File: src/rtl/fpu_pkg.sv
// Shared floating-point types and format constants.
package fpu_pkg;

  // Operand classification after denormal flushing.
  typedef enum logic [1:0] {
    ClsZero,
    ClsNorm,
    ClsInf,
    ClsNan
  } op_class_e;

  // Result category decided in S1 and carried down the pipe.
  typedef enum logic [2:0] {
    KindNum,
    KindZero,
    KindInf,
    KindNan,
    KindInv
  } res_kind_e;

  function automatic int unsigned exp_bias(input int unsigned ew);
    return (32'd1 << (ew - 32'd1)) - 32'd1;
  endfunction

  function automatic int unsigned exp_all_ones(input int unsigned ew);
    return (32'd1 << ew) - 32'd1;
  endfunction

endpackage

File: src/rtl/fp_mul_round.sv
// Normalise, round and pack the raw significand product into the output format.
module fp_mul_round
  import fpu_pkg::*;
#(
  parameter int unsigned EXP_WIDTH  = 8,
  parameter int unsigned FRAC_WIDTH = 7,
  parameter bit          ROUND_EN   = 1'b1
) (
  input  res_kind_e                   kind_i,
  input  logic                        sign_i,
  input  logic [EXP_WIDTH+1:0]        exp_i,
  input  logic [2*FRAC_WIDTH+1:0]     prod_i,
  output logic                        sign_o,
  output logic [EXP_WIDTH-1:0]        exp_o,
  output logic [FRAC_WIDTH-1:0]       frac_o,
  output logic                        ovf_o,
  output logic                        unf_o,
  output logic                        inv_o
);

  localparam int unsigned ProdW = 2 * FRAC_WIDTH + 2;
  localparam int unsigned ExpSW = EXP_WIDTH + 2;
  localparam logic [EXP_WIDTH-1:0]  ExpOnes  = EXP_WIDTH'(exp_all_ones(EXP_WIDTH));
  localparam logic [ExpSW-1:0]      ExpOnesW = {2'b00, ExpOnes};
  localparam logic [FRAC_WIDTH-1:0] NanFrac  = {1'b1, {(FRAC_WIDTH - 1) {1'b0}}};

  logic                  msb, guard, sticky, inc, ovf, unf;
  logic [FRAC_WIDTH-1:0] frac_t;
  logic [FRAC_WIDTH:0]   frac_r;
  logic [ExpSW-1:0]      exp_f;

  // Exponents are two's complement in ExpSW bits; the MSB marks a negative value.
  always_comb begin
    msb = prod_i[ProdW-1];
    if (msb) begin
      frac_t = prod_i[ProdW-2 -: FRAC_WIDTH];
      guard  = prod_i[FRAC_WIDTH];
      sticky = |prod_i[FRAC_WIDTH-1:0];
    end else begin
      frac_t = prod_i[ProdW-3 -: FRAC_WIDTH];
      guard  = prod_i[FRAC_WIDTH-1];
      sticky = |prod_i[FRAC_WIDTH-2:0];
    end
    inc    = ROUND_EN && guard && (sticky || frac_t[0]);
    frac_r = {1'b0, frac_t} + {{FRAC_WIDTH{1'b0}}, inc};
    // A rounding carry leaves the fraction bits at zero and bumps the exponent.
    exp_f  = exp_i + {{(ExpSW - 1) {1'b0}}, msb} + {{(ExpSW - 1) {1'b0}}, frac_r[FRAC_WIDTH]};
    ovf    = !exp_f[ExpSW-1] && (exp_f >= ExpOnesW);
    unf    = exp_f[ExpSW-1] || (exp_f == '0);

    sign_o = sign_i;
    exp_o  = exp_f[EXP_WIDTH-1:0];
    frac_o = frac_r[FRAC_WIDTH-1:0];
    ovf_o  = 1'b0;
    unf_o  = 1'b0;
    inv_o  = 1'b0;
    case (kind_i)
      KindNan: begin
        sign_o = 1'b0;
        exp_o  = ExpOnes;
        frac_o = NanFrac;
      end
      KindInv: begin
        sign_o = 1'b0;
        exp_o  = ExpOnes;
        frac_o = NanFrac;
        inv_o  = 1'b1;
      end
      KindInf: begin
        exp_o  = ExpOnes;
        frac_o = '0;
      end
      KindZero: begin
        exp_o  = '0;
        frac_o = '0;
      end
      default: begin
        if (ovf) begin
          exp_o  = ExpOnes;
          frac_o = '0;
          ovf_o  = 1'b1;
        end else if (unf) begin
          exp_o  = '0;
          frac_o = '0;
          unf_o  = 1'b1;
        end
      end
    endcase
  end

endmodule

File: src/rtl/fp_mul_pipe.sv
// Three-stage pipelined floating-point multiplier with valid/ready flow control.
module fp_mul_pipe
  import fpu_pkg::*;
#(
  parameter int unsigned EXP_WIDTH  = 8,
  parameter int unsigned FRAC_WIDTH = 7,
  parameter bit          ROUND_EN   = 1'b1
) (
  input  logic                  clk,
  input  logic                  rst_n,
  input  logic                  in_valid,
  output logic                  in_ready,
  input  logic                  op1_sign,
  input  logic [EXP_WIDTH-1:0]  op1_exp,
  input  logic [FRAC_WIDTH-1:0] op1_frac,
  input  logic                  op2_sign,
  input  logic [EXP_WIDTH-1:0]  op2_exp,
  input  logic [FRAC_WIDTH-1:0] op2_frac,
  output logic                  out_valid,
  input  logic                  out_ready,
  output logic                  res_sign,
  output logic [EXP_WIDTH-1:0]  res_exp,
  output logic [FRAC_WIDTH-1:0] res_frac,
  output logic                  flag_ovf,
  output logic                  flag_unf,
  output logic                  flag_inv
);

  localparam int unsigned SigW  = FRAC_WIDTH + 1;
  localparam int unsigned ProdW = 2 * SigW;
  localparam int unsigned ExpSW = EXP_WIDTH + 2;
  localparam logic [EXP_WIDTH-1:0] ExpOnes = EXP_WIDTH'(exp_all_ones(EXP_WIDTH));
  localparam logic [ExpSW-1:0]     Bias    = ExpSW'(exp_bias(EXP_WIDTH));

  function automatic op_class_e classify(input logic [EXP_WIDTH-1:0] e,
                                         input logic [FRAC_WIDTH-1:0] f);
    if (e == '0) return ClsZero;
    if (e != ExpOnes) return ClsNorm;
    if (f == '0) return ClsInf;
    return ClsNan;
  endfunction

  logic s1_en, s2_en, s3_en;
  logic s1_valid_q, s2_valid_q, s3_valid_q;

  res_kind_e        s1_kind_d, s1_kind_q, s2_kind_q;
  op_class_e        cls1, cls2;
  logic [ExpSW-1:0] exp_sum, s1_exp_q, s2_exp_q;
  logic             s1_sign_q, s2_sign_q;
  logic [SigW-1:0]  s1_sig1_q, s1_sig2_q;
  logic [ProdW-1:0] s2_prod_q;

  logic                  rnd_sign, rnd_ovf, rnd_unf, rnd_inv;
  logic [EXP_WIDTH-1:0]  rnd_exp;
  logic [FRAC_WIDTH-1:0] rnd_frac;

  logic                  res_sign_q, flag_ovf_q, flag_unf_q, flag_inv_q;
  logic [EXP_WIDTH-1:0]  res_exp_q;
  logic [FRAC_WIDTH-1:0] res_frac_q;

  // A stage may load when empty or when its current contents move on this cycle.
  assign s3_en    = !s3_valid_q || out_ready;
  assign s2_en    = !s2_valid_q || s3_en;
  assign s1_en    = !s1_valid_q || s2_en;
  assign in_ready = s1_en;

  // S1: classify operands, decide special-case result kind, sum exponents.
  always_comb begin
    cls1      = classify(op1_exp, op1_frac);
    cls2      = classify(op2_exp, op2_frac);
    exp_sum   = {2'b00, op1_exp} + {2'b00, op2_exp} - Bias;
    s1_kind_d = KindNum;
    if (cls1 == ClsNan || cls2 == ClsNan) begin
      s1_kind_d = KindNan;
    end else if ((cls1 == ClsInf && cls2 == ClsZero) || (cls1 == ClsZero && cls2 == ClsInf)) begin
      s1_kind_d = KindInv;
    end else if (cls1 == ClsInf || cls2 == ClsInf) begin
      s1_kind_d = KindInf;
    end else if (cls1 == ClsZero || cls2 == ClsZero) begin
      s1_kind_d = KindZero;
    end
  end

  // S1 register.
  always_ff @(posedge clk or negedge rst_n) begin
    if (!rst_n) begin
      s1_valid_q <= 1'b0;
      s1_kind_q  <= KindZero;
      s1_sign_q  <= 1'b0;
      s1_exp_q   <= '0;
      s1_sig1_q  <= '0;
      s1_sig2_q  <= '0;
    end else if (s1_en) begin
      s1_valid_q <= in_valid;
      if (in_valid) begin
        s1_kind_q <= s1_kind_d;
        s1_sign_q <= op1_sign ^ op2_sign;
        s1_exp_q  <= exp_sum;
        s1_sig1_q <= {1'b1, op1_frac};
        s1_sig2_q <= {1'b1, op2_frac};
      end
    end
  end

  // S2 register: significand multiply.
  always_ff @(posedge clk or negedge rst_n) begin
    if (!rst_n) begin
      s2_valid_q <= 1'b0;
      s2_kind_q  <= KindZero;
      s2_sign_q  <= 1'b0;
      s2_exp_q   <= '0;
      s2_prod_q  <= '0;
    end else if (s2_en) begin
      s2_valid_q <= s1_valid_q;
      if (s1_valid_q) begin
        s2_kind_q <= s1_kind_q;
        s2_sign_q <= s1_sign_q;
        s2_exp_q  <= s1_exp_q;
        s2_prod_q <= ProdW'(s1_sig1_q) * ProdW'(s1_sig2_q);
      end
    end
  end

  fp_mul_round #(
    .EXP_WIDTH (EXP_WIDTH),
    .FRAC_WIDTH(FRAC_WIDTH),
    .ROUND_EN  (ROUND_EN)
  ) u_round (
    .kind_i(s2_kind_q),
    .sign_i(s2_sign_q),
    .exp_i (s2_exp_q),
    .prod_i(s2_prod_q),
    .sign_o(rnd_sign),
    .exp_o (rnd_exp),
    .frac_o(rnd_frac),
    .ovf_o (rnd_ovf),
    .unf_o (rnd_unf),
    .inv_o (rnd_inv)
  );

  // S3 register: packed result, held while the consumer stalls.
  always_ff @(posedge clk or negedge rst_n) begin
    if (!rst_n) begin
      s3_valid_q <= 1'b0;
      res_sign_q <= 1'b0;
      res_exp_q  <= '0;
      res_frac_q <= '0;
      flag_ovf_q <= 1'b0;
      flag_unf_q <= 1'b0;
      flag_inv_q <= 1'b0;
    end else if (s3_en) begin
      s3_valid_q <= s2_valid_q;
      if (s2_valid_q) begin
        res_sign_q <= rnd_sign;
        res_exp_q  <= rnd_exp;
        res_frac_q <= rnd_frac;
        flag_ovf_q <= rnd_ovf;
        flag_unf_q <= rnd_unf;
        flag_inv_q <= rnd_inv;
      end
    end
  end

  assign out_valid = s3_valid_q;
  assign res_sign  = res_sign_q;
  assign res_exp   = res_exp_q;
  assign res_frac  = res_frac_q;
  assign flag_ovf  = flag_ovf_q;
  assign flag_unf  = flag_unf_q;
  assign flag_inv  = flag_inv_q;

endmodule

File: config.mk
export PLATFORM = sky130hd
export DESIGN_NAME = fp_mul_pipe
export DESIGN_NICKNAME = d
export VERILOG_FILES = /design/src/rtl/fpu_pkg.sv /design/src/rtl/fp_mul_round.sv /design/src/rtl/fp_mul_pipe.sv
export SDC_FILE = /design/constraint.sdc
export NUM_CORES = 1
export LEC_CHECK = 0
export ABC_AREA = 0
export BUFFER_PORTS_ARGS = -buffer_cell sky130_fd_sc_hd__buf_2
export CORE_ASPECT_RATIO = 0.75
export CORE_MARGIN = 2
export CORE_UTILIZATION = 60
export DETAILED_ROUTE_END_ITERATION = 10
export PLACE_DENSITY = 0.8
export SLEW_MARGIN = 25
export SYNTH_ARGS = -nofsm -noshare
export SYNTH_HDL_FRONTEND = slang
export SYNTH_SLANG_ARGS = --single-unit
File: constraint.sdc
create_clock -name clk -period 6.2 [get_ports clk]
set_input_delay 1.55 -clock clk [delete_from_list [all_inputs] [get_ports clk]]
set_output_delay 1.55 -clock clk [all_outputs]
set_load 0.02 [all_outputs]
==> metrics.md, run 1 <==
| Metric | Value |
|---|---|
| Cell Int Power | `1.987 mW` |
| Final period util | `0.7299` |
| Antenna viol nets, final | `0` |
| Post-Route Utilization | `0.6776` |
| Final min period | `approximately 4.5 ns` |
| Core area | `a little over 10000 µm²` |
| WL final | `between 10000 and 15000 µm` |
| Port bufs | `56` |
| Drt drc | `0` |
| Syn. warnings | `0` |
| RSZ-0062 raised after global routing | `no` |
| Combinational fraction of design power | `0.608` |
| Vias in the first global route | `approximately 4300` |
| Commonest cells after routing, fill and taps aside | `79 x dfrtp_1, 65 x nand2_1, 63 x inv_1, 55 x buf_2, 53 x ha_1` |
| Chip Height | `roughly 92 µm` |
| Total Power | `3.595 mW` |
| Fmax | `roughly 0.22 GHz` |
| Top FF cell, synth | `dfrtp_1` |
| Maxcap violations | `0` |
| FP Rows | `32` |
| Via count | `roughly 4600` |
| Worst hold path startpoint | `s2_prod_q[5]` |
| Worst Hold Margin | `roughly 0.48 ns` |
| CTS tree | `done` |
| Worst path max stage delay | `around 0.54 ns` |
| EDFF count, synth | `0` |
| GPL Wtd Cong | `0.8940` |
| Crit path top cell by count | `fa_1` |
| Finish-stage setup viols | `0` |
| # H-tree levels | `3` |
| Critical Path RT | `roughly 6.4 ns` |
| NumNets Final | `roughly 800` |
| Net Sw Power | `roughly 1.6 mW` |
| Clock Path Buffers | `2` |
| Pre-CTS setup slack | `1.709 ns` |
| Status | `completed` |
| Initial antenna violation count | `0` |
| Syn Std Cell Area | `a little over 6000 µm²` |
| Final Hold Fails | `0` |
| Flops & latches, synth | `slightly above 80` |
| Slew Viols, Final | `0` |
| Sequential fraction of design power | `0.246` |
| Fin Clk Skew | `between 0.006 and 0.007 ns` |
| Crit start category | `register` |
| Post-synthesis sequential area ratio | `0.3260` |
| Sw frac | `0.4473` |
| Leak | `between 3 and 4 nW` |
| Io pins | `between 50 and 60` |
| Critical-path cell list | `and2_1, fa_1, fa_1, fa_1, inv_1, fa_1, inv_1, ha_1, or2_1, a21oi_1, a21oi_1, a21oi_1, xor2_1, o21ai_1` |
| TritonCTS buffer count | `9` |
| Most common cell after layout, fill and taps aside | `dfrtp_1` |
| PD cells | `519.7 nW/µm²` |
| Crit. End Element | `register` |
| DRT Pass-1 Iters | `4` |
| Reg2reg start | `s1_sig1_q[7]` |
| Layout area overhead | `11.14%` |
| Clock power share | `0.146` |
| Clock transition at path regs | `approximately 0.060 ns` |
| First-pass GRT wire length | `about 21000 µm` |
| Syn nets | `around 750` |
| Placed insts | `802` |
| Layout Cells excl Fill | `just over 800` |
| Syn Area/Cell | `~10 µm²` |
| Clk Latency, worst-skew pair | `roughly 0.34 ns` |
| Hold buffers post-CTS | `0` |
| Placed cell areas | `6618 µm²` |
| Die area | `~11000 µm²` |
| Worst Path Arrival | `approximately 4.7 ns` |
| DP HPWL | `roughly 9600 µm` |
| Setup TNS | `0 ns` |
| Hold Crit Class | `reg2reg` |
| Post-CTS Setup Bufs | `0` |
| DIE WIDTH | `between 100 and 150 µm` |
| CTS root buffer | `clkbuf_16` |
| CP Launch Point | `s1_sig1_q[7]` |
| Antenna diode count | `0` |
| Post-Synthesis Cells | `approximately 630` |
| Design area | `6918 µm²` |
| Type of the worst setup path | `reg2reg` |
| Worst-path fanout max | `16` |
| Largest net degree at the start of global routing | `82` |
| 1st-iter DRT viols | `198` |
| Routed len/inst | `roughly 15 µm` |
| Layout cells sized above 1 | `0.1672` |
| Post-synth cell types | `between 50 and 60` |
| Rel. slew slack | `0.4326` |
| Vias/cell | `between 5 and 6` |
| Overflow after GRT | `0` |
| Tot GR Track Use | `0.2352` |
| CTS resizes | `0` |
| Synth async-reset ratio | `1.000` |
| Clk sinks | `81` |
| Worst-Margin Slew | `between 0.8 and 0.9 ns` |
| Worst path slowest cell | `fa_1` |
| Worst VDD drop | `around 0.34 mV` |
| Setup ws final | `approximately 1.7 ns` |
| Starting Density | `0.6097` |
critical path: cells and delay by family, from the launching register on:
kind            cells  cell delay, ns
xor+xnor            1            0.19
fa+ha+maj           5            2.43
buf+inv             2            0.09
flops               1            0.53
simple gates        2            0.47
compound gates      4            0.68
kinds of logic after synthesis:
group           share of synthesized area
mux                               0.07156
flops                              0.3260
buf+inv                           0.05005
compound gates                     0.1085
fa+ha+maj                          0.2287
xor+xnor                          0.04643
simple gates                       0.1686
Yosys cell counts (4+ instances only):
master,number,area [µm²]
nor2_1,18,67.56
clkbuf_1,14,52.55
nand3_1,13,65.06
a21o_1,6,45.04
nor2b_1,5,31.28
and2_1,48,300.3
nand2b_1,9,56.30
dfrtp_1,79,1977
xor2_1,13,113.9
xnor2_1,20,175.2
nand2_1,65,244.0
nor4_1,7,43.79
o21ai_0,21,105.1
a21oi_1,24,120.1
a31oi_1,4,25.02
inv_1,63,236.5
nand4_1,5,31.28
mux2_2,36,405.4
nor3_1,9,45.04
mux2i_1,4,40.04
a211o_1,8,70.07
fa_1,38,760.7
o211ai_1,4,30.03
o21ai_1,4,20.02
ha_1,53,663.1
a22o_1,9,78.83
cell type report:
type	count	area, µm²
Clock buffer	10	229.0
Clock inverter	6	67.56
Fill cell	817	3292
Inverter	63	236.5
Multi-Input combinational cell	464	3884
Sequential cell	81	2029
Tap cell	136	170.2
Timing Repair Buffer	58	301.5
routing by layer:
layer | global-route usage | part of all wire
met1 | 0.3606 | 0.51
met2 | 0.3464 | 0.45
met3 | 0.04789 | 0.041
met4 | 0.04981 | 0.0046
met5 | 0 | 0
path summary, 6_finish.rpt:
| path | end | slack (ns) | cells after the start |
|---|---|---|---|
| min in group asynchronous | res_exp[7] | 1.25 | 1 |
| min reg2reg | s2_prod_q[5] | 0.48 | 2 |
| min | s2_prod_q[5] | 0.48 | 2 |
| max reg2reg | s2_prod_q[11] | 1.67 | 14 |
| max in group asynchronous | s1_kind_q[2] | 4.46 | 1 |
| max | s2_prod_q[11] | 1.67 | 14 |
state kept, by name, summed over array words and instances, names as in the netlist:
name	flops
flag_inv	1
flag_ovf	1
flag_unf	1
out_valid	1
res_exp	8
res_frac	7
res_sign	1
s1_exp_q	10
s1_kind_q	3
s1_sig1_q	8
s1_sig2_q	7
s1_sign_q	1
s1_valid_q	1
s2_exp_q	10
s2_kind_q	3
s2_prod_q	16
s2_sign_q	1
s2_valid_q	1
power by group through the flow:
| stage | Combinational, mW | Sequential, mW | Clock, mW |
|---|---|---|---|
| after floorplan | 1.69 | 0.873 | 0 |
| after global placement | 2.07 | 0.876 | 0 |
| after detailed placement | 2.16 | 0.890 | 0 |
| after CTS | 2.19 | 0.881 | 0.537 |
| after global routing | 2.48 | 0.910 | 0.562 |
| final | 2.19 | 0.884 | 0.525 |
(Power assumes the default switching activity.)
==> run 2: changes to the inputs <==
--- a/config.mk
+++ b/config.mk
@@ -5,13 +5,13 @@
 export SDC_FILE = /design/constraint.sdc
 export NUM_CORES = 1
 export LEC_CHECK = 0
-export ABC_AREA = 0
+export ABC_AREA = 1
 export BUFFER_PORTS_ARGS = -buffer_cell sky130_fd_sc_hd__buf_2
 export CORE_ASPECT_RATIO = 0.75
 export CORE_MARGIN = 2
-export CORE_UTILIZATION = 60
+export CORE_UTILIZATION = 55
 export DETAILED_ROUTE_END_ITERATION = 10
-export PLACE_DENSITY = 0.8
+export PLACE_DENSITY = 0.77
 export SLEW_MARGIN = 25
 export SYNTH_ARGS = -nofsm -noshare
 export SYNTH_HDL_FRONTEND = slang
==> constraint.sdc (replaced) <==
create_clock -name clk -period 4.1 [get_ports clk]
set_input_delay 1.025 -clock clk [delete_from_list [all_inputs] [get_ports clk]]
set_output_delay 1.025 -clock clk [all_outputs]
set_load 0.02 [all_outputs]
==> run 2 against run 1 <==
Against the previous run: synthesized cell count rose by 37%; critical endpoint is now s2_prod_q[13]; sequential power rose by 46%; non-clock buffer count rose by 20; hold slack gained 0.0025 ns; first-iteration DRC count grew 57%.
==> metrics.md, run 2 <==
| Metric | Value |
|---|---|
| Hold endpoint | `flag_ovf` |
| Antenna diode count | `0` |
| Commonest cells in the netlist | `274 x nand2_1, 159 x inv_1, 79 x dfrtp_1` |
| Core area | `roughly 12000 µm²` |
| TritonCTS buffer count | `9` |
| Crit. End Element | `register` |
| Slew Viols, Final | `0` |
| Most common cell after layout, fill and taps aside | `nand2_1` |
| DP HPWL | `between 10000 and 15000 µm` |
| Reg2reg setup slack | `about 0.16 ns` |
| Clk Latency, worst-skew pair | `roughly 0.34 ns` |
| Synth area leaders | `dfrtp_1 31%, nand2_1 16%, fa_1 12%, ha_1 10%, inv_1 9.2%` |
| Synth async-reset ratio | `1.000` |
| Top-count cell post-synth | `nand2_1` |
| NumNets Final | `approximately 1000` |
| Final Hold Fails | `0` |
| 1st-iter DRT viols | `310` |
| Commonest cells after routing, fill and taps aside | `268 x nand2_1, 158 x inv_1, 73 x dfrtp_1, 55 x buf_2, 47 x ha_1` |
| Synth top area share | `0.3064` |
| EDFF count, synth | `0` |
| R2R depth | `17` |
| Layout fillers | `1017` |
| Io pins | `57` |
| Port bufs | `56` |
| Leak | `4.198 nW` |
| Reg2reg start | `s1_sig2_q[2]` |
| WP depth | `17` |
| Hold path depth | `2` |
| Status | `completed` |
| CTS root buffer | `clkbuf_16` |
| Total Power | `5.453 mW` |
| Syn nets | `slightly below 1000` |
| Syn. warnings | `0` |
| Syn Area/Cell | `roughly 7.5 µm²` |
| Top FF cell, synth | `dfrtp_1` |
| Via count | `roughly 5500` |
| Post-synthesis sequential area ratio | `0.3145` |
| Routed len/inst | `between 10 and 15 µm` |
| Largest delay share family, worst path | `adder cells` |
| Largest net degree at the start of global routing | `61` |
| Multi-input logic area | `~3800 µm²` |
| Crit start category | `register` |
| # H-tree levels | `3` |
| Worst VDD drop | `about 0.36 mV` |
| Layout area overhead | `15.55%` |
| Starting Density | `0.5597` |
| Post-Synthesis Cells | `~860` |
| Hold Crit Class | `reg2reg` |
| Layout cells sized above 1 | `0.1638` |
| Chip Height | `a little under 100 µm` |
| Syn Std Cell Area | `about 6500 µm²` |
| Finish-stage setup viols | `0` |
| Post-synth cell types | `39` |
| Largest register FFs | `16` |
| Design area | `roughly 7500 µm²` |
| Sequential Area | `2037 µm²` |
| Final period util | `0.9621` |
| Largest registers | `s2_prod_q: 16 flops, s1_exp_q: 10 flops, s2_exp_q: 10 flops` |
| Dominant cell type by area after synthesis | `dfrtp_1` |
| DIE WIDTH | `approximately 130 µm` |
| Vias/cell | `between 5 and 6` |
| Drt drc | `0` |
| Die area | `~13000 µm²` |
| Worst R2R End | `s2_prod_q[13]` |
| Placed cell areas | `between 6000 and 7000 µm²` |
| Register with the most flip-flops | `s2_prod_q` |
| Clk sinks | `81` |
| Type of the worst setup path | `reg2reg` |
| Final min period | `between 3 and 4 ns` |
| FP Rows | `34` |
| Hold buffers post-CTS | `0` |
| PD cells | `approximately 730 nW/µm²` |
| Tot GR Track Use | `0.2363` |
| WL final | `14160 µm` |
| Clock transition at path regs | `about 0.06 ns` |
| Worst hold path startpoint | `flag_ovf` |
| Critical-path cell list | `nand2_1, inv_1, fa_1, fa_1, fa_1, inv_1, fa_1, inv_1, ha_4, a21oi_2, o21a_1, o21ai_2, nand2_1, nand2_1, or2_2, nand3_1, nand2_1` |
| Overflow after GRT | `0` |
| Number of buffers and inverters on the critical path | `3` |
| Worst-path fanout max | `6` |
| Antenna viol nets, final | `0` |
| Clock Path Buffers | `2` |
| Rel. slew slack | `0.5067` |
| Flops & latches, synth | `just over 80` |
| Worst path slowest cell | `fa_1` |
| Fin Clk Skew | `0.007430 ns` |
| CTS tree | `done` |
| Fmax | `about 0.25 GHz` |
| Worst-Margin Slew | `roughly 0.74 ns` |
| Maxcap violations | `0` |
| Post-Route Utilization | `0.6467` |
| Critical Path RT | `around 4.3 ns` |
| Initial antenna violation count | `0` |
| DRT Pass-1 Iters | `5` |
| Worst path max stage delay | `0.56 ns` |
| First-pass GRT wire length | `around 24000 µm` |
| Vias in the first global route | `between 5000 and 6000` |
| Worst Path Arrival | `about 4.2 ns` |
| GPL Wtd Cong | `between 0.8 and 0.9` |
[run 2: stage by stage]
step	hold slack (ns)	setup TNS [ns]	std cells	setup slack, ns
after global routing	0.5127	-0.03561	1084	-0.01807
after detailed placement	0.4645	0	1067	0.02198
final	0.4779	0	1084	0.1553
after global placement	0.4589	0	1067	0.06727
after CTS	0.4815	0	1083	0.001007
after floorplan	0.4422	0	856	0.04090
[run 2: final cells by class]
| type | count | share of cell area |
|---|---|---|
| timing repair buffer | 78 | 0.06008 |
| clock inverter | 6 | 0.01225 |
| multi-input combinational | 585 | 0.5137 |
| sequential | 81 | 0.2732 |
| inverter | 162 | 0.08156 |
| tap | 162 | 0.02719 |
| clock buffer | 10 | 0.03205 |
[run 2: per-layer routing]
layer / global-route usage / up-vias / part of all wire
met5: 0 / - / 0
met4: 0.05268 / 0 / 0.0073
met3: 0.03616 / 9 / 0.050
met2: 0.3516 / 150 / 0.42
met1: 0.3663 / 2538 / 0.52
li1: - / 2776 / -
[run 2: repair_timing]
action | 4_1_cts | 5_1_grt
buffers inserted | 0 | 1
resized for setup | 0 | 30
setup endpoints to repair | 0 | 8
[run 2: kinds of logic (layout without fill, tap and decap cells)]
| family | count (synthesis) | in the layout | share of synthesized area |
|---|---|---|---|
| AOI/OAI and AO/OA | 91 | 91 | 0.07776 |
| xor gates and xnor gates | 12 | 12 | 0.01745 |
| adders and majority gates | 91 | 91 | 0.2207 |
| buffers and inverters | 190 | 256 | 0.1113 |
| DFF | 81 | 81 | 0.3145 |
| and+or+nand+nor | 391 | 391 | 0.2583 |
[run 2: worst max path at each step]
| stage | from | end | slack (ns) |
|---|---|---|---|
| final | s1_sig2_q[2] | s2_prod_q[13] | 0.16 |
| after CTS | s1_sig1_q[2] | s2_prod_q[14] | 0.001 |
| after global placement | s1_sig2_q[4] | s2_prod_q[13] | 0.07 |
| after global routing | s1_sig1_q[7] | s2_prod_q[14] | -0.02 |
| after detailed placement | s1_sig1_q[3] | s2_prod_q[14] | 0.02 |
| after floorplan | s1_sig1_q[7] | s2_prod_q[13] | 0.04 |
[run 2: worst reg2reg max path, cell delays in order, from the launching register on]
cell	delay (ns)
dfrtp_2	0.46
nand2_1	0.08
inv_1	0.05
fa_1	0.56
fa_1	0.43
fa_1	0.49
inv_1	0.05
fa_1	0.52
inv_1	0.06
ha_4	0.24
a21oi_2	0.15
o21a_1	0.16
o21ai_2	0.08
nand2_1	0.06
nand2_1	0.05
or2_2	0.27
nand3_1	0.07
nand2_1	0.05
[run 2: power by group]
group	total, mW	switching, mW	internal [mW]
registers	1.29	0.220	1.07
logic	3.27	1.93	1.35
clock network	0.889	0.336	0.552
total	5.45	2.48	2.97
==> run 3: changes to the inputs <==
--- a/config.mk
+++ b/config.mk
@@ -6,13 +6,13 @@
 export NUM_CORES = 1
 export LEC_CHECK = 0
 export ABC_AREA = 1
-export BUFFER_PORTS_ARGS = -buffer_cell sky130_fd_sc_hd__buf_2
 export CORE_ASPECT_RATIO = 0.75
 export CORE_MARGIN = 2
-export CORE_UTILIZATION = 55
+export CORE_UTILIZATION = 59
 export DETAILED_ROUTE_END_ITERATION = 10
-export PLACE_DENSITY = 0.77
-export SLEW_MARGIN = 25
+export DONT_BUFFER_PORTS = 1
+export PLACE_DENSITY = 0.78
+export SLEW_MARGIN = 10
 export SYNTH_ARGS = -nofsm -noshare
 export SYNTH_HDL_FRONTEND = slang
 export SYNTH_SLANG_ARGS = --single-unit
==> run 3 against run 2 <==
Against the previous run: power down 2.4%; via count down 2.5%; sequential power is 10% higher; die area is 6.5% lower; critical endpoint is now s2_prod_q[12]; largest cell class unchanged; largest power group unchanged; highest routed layer unchanged.
==> metrics.md, run 3 (synthesis gave the netlist of run 2 again) <==
| Metric | Value |
|---|---|
| Status | `completed` |
| Worst path max stage delay | `roughly 0.56 ns` |
| Register with the most flip-flops | `s2_prod_q` |
| Sw frac | `0.4586` |
| Worst path slowest cell | `fa_2` |
| Hold Crit Class | `in2async` |
| Via count | `between 5000 and 6000` |
| First-pass GRT wire length | `23530 µm` |
| Setup TNS | `0 ns` |
| Largest register FFs | `16` |
| Io pins | `between 50 and 60` |
| Clk Latency, worst-skew pair | `between 0.3 and 0.4 ns` |
| Layout Cells excl Fill | `~1000` |
| Type of the worst setup path | `reg2reg` |
| 1st-iter DRT viols | `approximately 330` |
| Crit. End Element | `register` |
| Drt drc | `0` |
| PD cells | `approximately 740 nW/µm²` |
| Routed len/inst | `about 14 µm` |
| Final min period | `4.020 ns` |
| Placed insts | `slightly below 1000` |
| Starting Density | `0.5987` |
| DIE WIDTH | `~120 µm` |
| Final Hold Fails | `0` |
| Slew Viols, Final | `0` |
| Fmax | `0.2487 GHz` |
| Antenna viol nets, final | `0` |
| Worst-Margin Slew | `approximately 0.74 ns` |
| Setup ws final | `approximately 0.08 ns` |
| Maxcap violations | `0` |
| # H-tree levels | `3` |
| Clk sinks | `81` |
| Critical Path RT | `roughly 4.3 ns` |
| Fin Clk Skew | `between 0.006 and 0.007 ns` |
| Commonest cells after routing, fill and taps aside | `267 x nand2_1, 152 x inv_1, 70 x dfrtp_1, 47 x ha_1, 46 x o21ai_0` |
| Clock transition at path regs | `roughly 0.060 ns` |
| Finish-stage setup viols | `0` |
| Chip Height | `between 90 and 100 µm` |
| Sequential fraction of design power | `0.266` |
| Antenna diode count | `0` |
| Initial antenna violation count | `0` |
| Core area | `roughly 11000 µm²` |
| Layout area overhead | `11.52%` |
| Worst-path fanout max | `5` |
| Clock Path Buffers | `2` |
| DRT Pass-1 Iters | `5` |
| Rel. slew slack | `0.5077` |
| Critical-path cell list | `buf_4, nand2_2, inv_2, fa_1, fa_1, fa_1, inv_2, fa_2, inv_2, ha_4, a21oi_1, o21a_1, nand2_2, a21oi_2, xor2_1, o21ai_0` |
| WL final | `13970 µm` |
| GPL Wtd Cong | `approximately 0.9` |
| Hold buffers post-CTS | `0` |
| Crit start category | `register` |
| CTS root buffer | `clkbuf_16` |
| Vias/cell | `about 5.2` |
| Vias in the first global route | `between 5000 and 6000` |
| Cell Int Power | `~2.9 mW` |
| Net Sw Power | `2.440 mW` |
| Total Power | `between 5 and 6 mW` |
| Clock power share | `0.141` |
| Final period util | `0.9806` |
| Number of buffers and inverters on the critical path | `4` |
| DP HPWL | `around 11000 µm` |
| Worst VDD drop | `0.4127 mV` |
| Pre-CTS setup slack | `-0.01182 ns` |
| Largest registers | `s2_prod_q: 16 flops, s1_exp_q: 10 flops, s2_exp_q: 10 flops` |
| Tot GR Track Use | `0.2446` |
| NumNets Final | `about 1000` |
| CTS tree | `done` |
| Die area | `11800 µm²` |
| Combinational fraction of design power | `0.593` |
| Largest net degree at the start of global routing | `between 80 and 90` |
| FP Rows | `33` |
| Layout cells sized above 1 | `0.1323` |
| Worst Path Arrival | `roughly 4.2 ns` |
| Largest delay share family, worst path | `adder cells` |
| Leak | `3.977 nW` |
| TritonCTS buffer count | `9` |
| Worst Hold Margin | `0.3798 ns` |
| Most common cell after layout, fill and taps aside | `nand2_1` |
| Port bufs | `0` |
| Overflow after GRT | `0` |
==> run 3: changes by cell type in the layout (fill, tap and decap cells not counted), moves of 2 or more <==
cell | before | now
inv_2 | 4 | 10
clkinv_4 | 3 | 0
buf_4 | 23 | 33
dfrtp_2 | 6 | 9
clkinvlp_4 | 0 | 3
bufinv_16 | 2 | 0
inv_1 | 158 | 152
buf_2 | 55 | 0
dfrtp_1 | 73 | 70
==> run 3: power groups by stage <==
stage                     registers [mW]  logic, mW  clock network (mW)
after floorplan                     1.32       2.14                   0
after global placement              1.41       2.58                   0
after detailed placement            1.43       2.65                   0
after CTS                           1.42       2.69               0.763
after global routing                1.45       3.56               0.796
final                               1.42       3.16               0.748
==> run 3: area by class of cell <==
type | instances | area [µm²]
fill | 863 | 3581
tap | 140 | 175.2
sequential | 81 | 2041
timing repair buffer | 33 | 247.7
multi-input combinational | 585 | 3840
clock buffer | 12 | 256.5
clock inverter | 4 | 27.53
inverter | 162 | 608.1
==> run 3: layer usage <==
metal,share of wire,GRT usage,vias up
li1,-,-,2678
met1,0.51,0.3637,2517
met2,0.43,0.3716,130
met3,0.045,0.05326,12
met4,0.0092,0.05056,0
met5,0,0,-
==> run 3: final timing paths <==
kind	slack [ns]	depth (start not counted)	to	start
worst max-delay path	0.08	16	s2_prod_q[12]	s1_sig1_q[7]
worst min-delay path	0.38	0	res_exp[2]	rst_n
worst max register to register	0.08	16	s2_prod_q[12]	s1_sig1_q[7]
worst min register to register	0.47	2	out_valid	s2_valid_q
max in group asynchronous	3.49	0	s1_kind_q[0]	rst_n
min in group clk	0.47	2	out_valid	s2_valid_q
==> run 3: repair_timing <==
| action | 4_1_cts | 5_1_grt |
|---|---|---|
| gates resized for setup | 3 | 39 |
| setup endpoints to repair | 1 | 8 |
| pin swaps | 0 | 28 |
| setup buffers | 0 | 16 |
==> run 3: through the flow <==
step	instance area [µm²]	util
final	7196	0.6677
after global routing	7196	0.6677
after CTS	6947	0.6446
after detailed placement	6659	0.6179
after global placement	6659	0.6179
after floorplan	6476	-
